`src/rtl/usb_receiver_top.sv`:
```
// ============================================================================
// Module   : usb_receiver_top
// Purpose  : Full-speed USB receiver. Takes D+/D- at 8x oversampling, does
//            NRZI decode and bit unstuffing, checks SYNC/EOP, and feeds an
//            8-byte first-word-fall-through receive FIFO.
// Revision : 1.0 - initial release
// ============================================================================
`default_nettype none

module usb_receiver_top (
    input  logic       clk,
    input  logic       n_rst,
    input  logic       d_plus,
    input  logic       d_minus,
    input  logic       r_enable,
    output logic [7:0] r_data,
    output logic       empty,
    output logic       full,
    output logic       rcving,
    output logic       r_error
);

    typedef enum logic [2:0] {
        S_IDLE     = 3'd0,
        S_SYNC     = 3'd1,
        S_DATA     = 3'd2,
        S_STORE    = 3'd3,
        S_EOP      = 3'd4,
        S_ERR_WAIT = 3'd5
    } state_t;

    localparam logic [7:0] c_SYNC_BYTE = 8'h80;
    localparam logic [2:0] c_SAMPLE_PT = 3'd4;
    localparam logic [2:0] c_STUFF_RUN = 3'd6;
    localparam logic [3:0] c_DEPTH     = 4'd8;

    state_t      r_state, w_state_next;
    logic        r_dp_meta, r_dp_sync, r_dp_last;
    logic        r_dm_meta, r_dm_sync, r_dm_last;
    logic [2:0]  r_timer;
    logic        r_prev_line;
    logic [2:0]  r_ones;
    logic [7:0]  r_shift;
    logic [3:0]  r_bitcnt;
    logic [7:0]  r_mem [0:7];
    logic [2:0]  r_wptr, r_rptr;
    logic [3:0]  r_count;

    logic        w_line_j, w_line_k, w_line_se0;
    logic        w_start, w_sample, w_bit, w_stuff;
    logic [7:0]  w_shift_next;
    logic        w_take_bit, w_clr_cnt, w_set_err, w_clr_err;
    logic        w_push, w_pop;

    // Two-flop synchronizers; idle line (J) is the reset value so no false start edge
    always_ff @(posedge clk or posedge n_rst) begin
        if (n_rst) begin
            r_dp_meta <= 1'b1;
            r_dp_sync <= 1'b1;
            r_dp_last <= 1'b1;
            r_dm_meta <= 1'b0;
            r_dm_sync <= 1'b0;
            r_dm_last <= 1'b0;
        end else begin
            r_dp_meta <= d_plus;
            r_dp_sync <= r_dp_meta;
            r_dp_last <= r_dp_sync;
            r_dm_meta <= d_minus;
            r_dm_sync <= r_dm_meta;
            r_dm_last <= r_dm_sync;
        end
    end

    assign w_line_j     = r_dp_sync & ~r_dm_sync;
    assign w_line_k     = ~r_dp_sync & r_dm_sync;
    assign w_line_se0   = ~r_dp_sync & ~r_dm_sync;
    assign w_start      = (r_state == S_IDLE) && r_dp_last && !r_dm_last && w_line_k;
    assign w_sample     = ((r_state == S_SYNC) || (r_state == S_DATA)) && (r_timer == c_SAMPLE_PT);
    assign w_bit        = (r_dp_sync == r_prev_line);
    assign w_stuff      = (r_ones == c_STUFF_RUN);
    assign w_shift_next = {w_bit, r_shift[7:1]};

    always_ff @(posedge clk or posedge n_rst) begin
        if (n_rst) begin
            r_state <= S_IDLE;
        end else begin
            r_state <= w_state_next;
        end
    end

    always_comb begin
        w_state_next = r_state;
        w_take_bit   = 1'b0;
        w_clr_cnt    = 1'b0;
        w_set_err    = 1'b0;
        w_clr_err    = 1'b0;
        case (r_state)
            S_IDLE: begin
                w_clr_cnt = 1'b1;
                if (w_start) w_state_next = S_SYNC;
            end
            S_SYNC: begin
                if (w_sample && !w_stuff) begin
                    if (w_line_se0) begin
                        w_set_err    = 1'b1;
                        w_state_next = S_EOP;
                    end else begin
                        w_take_bit = 1'b1;
                        if (r_bitcnt == 4'd7) begin
                            w_clr_cnt = 1'b1;
                            if (w_shift_next == c_SYNC_BYTE) begin
                                w_clr_err    = 1'b1;
                                w_state_next = S_DATA;
                            end else begin
                                w_set_err    = 1'b1;
                                w_state_next = S_ERR_WAIT;
                            end
                        end
                    end
                end
            end
            S_DATA: begin
                if (w_sample && !w_stuff) begin
                    if (w_line_se0) begin
                        // A partial byte at end of packet is discarded and flagged
                        w_set_err    = (r_bitcnt != 4'd0);
                        w_clr_cnt    = 1'b1;
                        w_state_next = S_EOP;
                    end else begin
                        w_take_bit = 1'b1;
                        if (r_bitcnt == 4'd7) w_state_next = S_STORE;
                    end
                end
            end
            S_STORE: begin
                w_clr_cnt    = 1'b1;
                w_state_next = S_DATA;
            end
            S_EOP: begin
                if (w_line_j) w_state_next = S_IDLE;
            end
            S_ERR_WAIT: begin
                if (w_line_se0) w_state_next = S_EOP;
            end
            default: w_state_next = S_IDLE;
        endcase
    end

    // Bit timer, NRZI history, stuffing run length, byte assembly, error flag
    always_ff @(posedge clk or posedge n_rst) begin
        if (n_rst) begin
            r_timer     <= 3'd0;
            r_prev_line <= 1'b1;
            r_ones      <= 3'd0;
            r_shift     <= 8'h00;
            r_bitcnt    <= 4'd0;
            r_error     <= 1'b0;
        end else begin
            r_timer <= w_start ? 3'd1 : r_timer + 3'd1;
            if (r_state == S_IDLE) begin
                r_prev_line <= 1'b1;
                r_ones      <= 3'd0;
            end else if (w_sample) begin
                r_prev_line <= r_dp_sync;
                if (w_stuff || !w_bit) r_ones <= 3'd0;
                else                   r_ones <= r_ones + 3'd1;
            end
            if (w_take_bit) r_shift <= w_shift_next;
            if (w_clr_cnt)       r_bitcnt <= 4'd0;
            else if (w_take_bit) r_bitcnt <= r_bitcnt + 4'd1;
            if (w_set_err)      r_error <= 1'b1;
            else if (w_clr_err) r_error <= 1'b0;
        end
    end

    assign w_push = (r_state == S_STORE) && (r_count != c_DEPTH);
    assign w_pop  = r_enable && (r_count != 4'd0);

    always_ff @(posedge clk or posedge n_rst) begin
        if (n_rst) begin
            for (int i = 0; i < 8; i++) r_mem[i] <= 8'h00;
            r_wptr  <= 3'd0;
            r_rptr  <= 3'd0;
            r_count <= 4'd0;
        end else begin
            if (w_push) begin
                r_mem[r_wptr] <= r_shift;
                r_wptr        <= r_wptr + 3'd1;
            end
            if (w_pop) r_rptr <= r_rptr + 3'd1;
            case ({w_push, w_pop})
                2'b10:   r_count <= r_count + 4'd1;
                2'b01:   r_count <= r_count - 4'd1;
                default: r_count <= r_count;
            endcase
        end
    end

    assign r_data = r_mem[r_rptr];
    assign empty  = (r_count == 4'd0);
    assign full   = (r_count == c_DEPTH);
    assign rcving = (r_state != S_IDLE);

endmodule

`default_nettype wire

```
`config.mk`:
```
export PLATFORM = sky130hd
export DESIGN_NAME = usb_receiver_top
export DESIGN_NICKNAME = d
export VERILOG_FILES = /design/src/rtl/usb_receiver_top.sv
export SDC_FILE = /design/constraint.sdc
export NUM_CORES = 1
export LEC_CHECK = 0
export CORE_MARGIN = 8
export CORE_UTILIZATION = 45
export DETAILED_ROUTE_END_ITERATION = 7
export PLACE_DENSITY = 0.59
export REMOVE_ABC_BUFFERS = 1
export SLEW_MARGIN = 30
export SYNTH_ARGS = -nofsm -noshare
export SYNTH_HDL_FRONTEND = slang
export SYNTH_SLANG_ARGS = --single-unit
```
`constraint.sdc`:
```
create_clock -name clk -period 4.1 [get_ports clk]
set_input_delay 0.41 -clock clk [delete_from_list [all_inputs] [get_ports clk]]
set_output_delay 0.41 -clock clk [all_outputs]
set_load 0.02 [all_outputs]
```
==> flow_metrics.tcl <==
set metrics [dict create \
    h-tree-depth 3 \
    hold_buffers 0 \
    ys_ff_latch 103 \
    clkTransAtPathRegs_ns 0.08 \
    maxCapViolCount 0 \
    syn_to_final_growth_pct 9.54 \
    grt-ovfl-total 0 \
    synth-main-ff-cell "dfrtp_1" \
    cp.required_ns 3.69 \
    multi_input_area_um2 2280 \
    crit_path_max_fanout 18 \
    cts_buffers 9 \
    hold_violations 0 \
    seqCellArea_um2 2580 \
    syn-cell-area_um2 5010 \
    slowest_stage "dfrtp_1" \
    num-fill-cells 938 \
    wl_per_cell_um 17.6 \
    grt_max_degree 59 \
    layout.cells.non_filler 524 \
    nets 397 \
    p_int_mw 2.05 \
    power_frac_clock_pct 21.2 \
    swShare_pct 34.3 \
    tritoncts "done" \
    total_power_mw 3.12 \
    drive_gt1_share_pct 34.1 \
    grt_pass1_vias 3047 \
    min_from "r_dm_meta$_DFF_PP0_" \
    rsz0062_at_grt "no" \
    antenna_cells 0 \
    ys_types 56 \
    synthCells 372 \
    start_kind "flip-flop" \
    wl_met1_um 4290 \
    max_freq_mhz 346 \
    hold_class "reg2reg" \
    cp_top_family "flip-flops" \
    synth_most_common_cell "dfrtp_1" \
    crit_buf_inv 1 \
    routed_wl_um 9240 \
    setup-tns-final_ns 0 \
    switching_power_mw 1.07 \
    dp_hpwl_um 6100 \
    drc 0 \
    insertion_delay_ns 0.37 \
    min_to "r_dm_sync$_DFF_PP0_" \
    final-setup-viol-count 0 \
    rows 38 \
    leakage_nw 2.51 \
    clockRootBuffer "clkbuf_8" \
    synth_top_area_share_pct 49.5 \
    dieArea_um2 14800 \
    antenna_found_initial 0 \
    ios 17 \
    critPathKind "reg2out" \
    regToRegStartpoint "r_count[0]$_DFFE_PP0P_" \
    ant_nets 0 \
    timing.rr.end "r_count[3]$_DFFE_PP0P_" \
    synth_area_leaders "dfrtp_1 (49%), mux2_2 (16%), mux4_2 (7.2%)" \
    seq_area_frac_synth_pct 51.5 \
    tightest_slew_ns 0.985 \
    ir_drop_v 0.000273 \
    yosysWarningCount 0 \
    dp.cells 509 \
    place.gp.congestion 0.747 \
    share_seq_of_total_power_pct 47.4 \
    synth-edff-count 0 \
    arrival_ns 2.48 \
    syn_avg_cell_area_um2 13.5 \
    cts_sinks 103 \
    slew_viol_final 0 \
    slew_headroom_pct 34.0 \
    status "complete, no violations" \
    core_area_um2 10800 \
    synth.top_cells.by_count "dfrtp_1 (99), mux2_2 (72), nand2_1 (18)" \
    rr_worst_depth 9 \
    fp.dieW_um 122 \
    port_buffers 16 \
    routed-wl-met2_um 4610 \
    crit_path_max_incr_delay_ns 0.89 \
    wl_met3_um 223 \
    cts_setup_buffers 0 \
    async_reset_ff_share_pct 100 \
    grt_pass1_wl_um 15900 \
    start_util_pct 46.2 \
    synth_top_cell_by_area "dfrtp_1" \
    comb_power_share_pct 31.3 \
    min_period_over_period_pct 70.5 \
    fin_worst_skew_ns 0.0103 \
    min_path_cells 0 \
    post_cts_resize_count 0 \
    top_layer_used "met4" \
    fin_crit_ns 2.89 \
    first_iter_violations 153 \
    avgViaCountPerCell 5.52 \
    p_per_area_nw_per_um2 569 \
    end_kind "output pin" \
    rrSetupSlack_ns 1.34 \
    worstPathCellList "mux4_2 > mux2_2 > clkdlybuf4s50_1" \
    grtUsageTotal_pct 13.8 \
    clockBufferDepth 2 \
    die_y_um 122 \
    firstDrtPassIters 4 \
    num_vias 2890 \
]
==> area by class of cell <==
type                       count  share of cell area (%)
timing repair buffer          19                    3.33
multi-input combinational    231                    41.5
tap                          140                    3.19
clock inverter                 2                   0.707
clock buffer                  13                    3.08
sequential                   103                    47.1
inverter                      16                    1.14
==> power groups by stage <==
stage,combinational (mW),clock (mW),sequential (mW)
after floorplan,0.730,0,1.45
after global routing,1.10,0.724,1.53
after CTS,0.990,0.688,1.49
final,0.978,0.663,1.48
after global placement,0.970,0,1.50
after detailed placement,0.987,0,1.51
==> per-stage QoR <==
step / setup WS (ns) / hold slack, ns / area [um^2] / util [%]
after CTS: 1.12 / 0.362 / 5480 / 50.6
after global placement: 1.46 / 0.335 / 5270 / 48.6
after floorplan: 0.993 / 0.331 / 4910 / -
after detailed placement: 1.34 / 0.342 / 5270 / 48.6
final: 1.21 / 0.357 / 5490 / 50.6
after global routing: 1.09 / 0.367 / 5490 / 50.6
==> state kept, by name (all words and copies together), names as in the netlist <==
name,cells
r_dp_last,1
r_rptr,3
r_count,4
r_wptr,3
r_dm_last,1
r_error,1
r_bitcnt,4
r_state,3
r_shift,8
r_ones,3
r_dp_sync,1
r_prev_line,1
r_timer,3
r_dm_meta,1
r_dp_meta,1
r_dm_sync,1
r_mem,64
==> worst max-delay path by stage <==
stage,start,end,depth (start not counted)
finish,r_rptr[1]$_DFFE_PP0P_,r_data[4],3
global route,r_rptr[0]$_DFFE_PP0P_,r_data[5],4
CTS,r_rptr[1]$_DFFE_PP0P_,r_data[4],3
detailed placement,r_count[0]$_DFFE_PP0P_,r_count[3]$_DFFE_PP0P_,9
global placement,r_count[0]$_DFFE_PP0P_,r_count[3]$_DFFE_PP0P_,9
floorplan,n_rst,r_bitcnt[0]$_DFFE_PP0P_,1
==> layer usage <==
layer / track usage [%] / vias to the layer above
li1: - / 1358
met1: 17.1 / 1490
met2: 23.4 / 31
met3: 3.16 / 11
met4: 4.39 / 0
met5: 0 / -
==> layout by cell type, fill, tap and decap left out, types with 2 or more instances in the layout <==
cell type / instances
buf_4: 3
mux2_4: 8
inv_1: 15
clkbuf_8: 12
clkdlybuf4s50_1: 16
nand2_1: 18
nor3_4: 2
nor3b_1: 2
or4_1: 4
xor2_1: 4
nand3b_1: 3
nor4_1: 2
ha_1: 11
mux2_2: 72
o2bb2ai_1: 3
nand3b_2: 2
o21ai_0: 5
dfrtp_1: 99
nor3_1: 6
nand2b_1: 4
nor3b_2: 2
or3_1: 3
nor2_1: 10
mux4_2: 16
mux2i_1: 3
o41ai_1: 3
nand3_1: 8
xnor2_1: 8
a21oi_1: 7
dfstp_2: 4
==> kinds of logic (layout without fill, tap and decap cells) <==
family                     count (synthesis)  count (layout)  synth area share, %
DFF                                      103             103                 51.5
muxes                                     99              99                 26.4
and+or+nand+nor                           79              79                 9.52
buffers and inverters                     38              50                 3.25
AOI/OAI and AO/OA                         29              29                 4.07
adders and majority gates                 12              12                 3.15
xor gates and xnor gates                  12              12                 2.10
(Power assumes the default switching activity.)
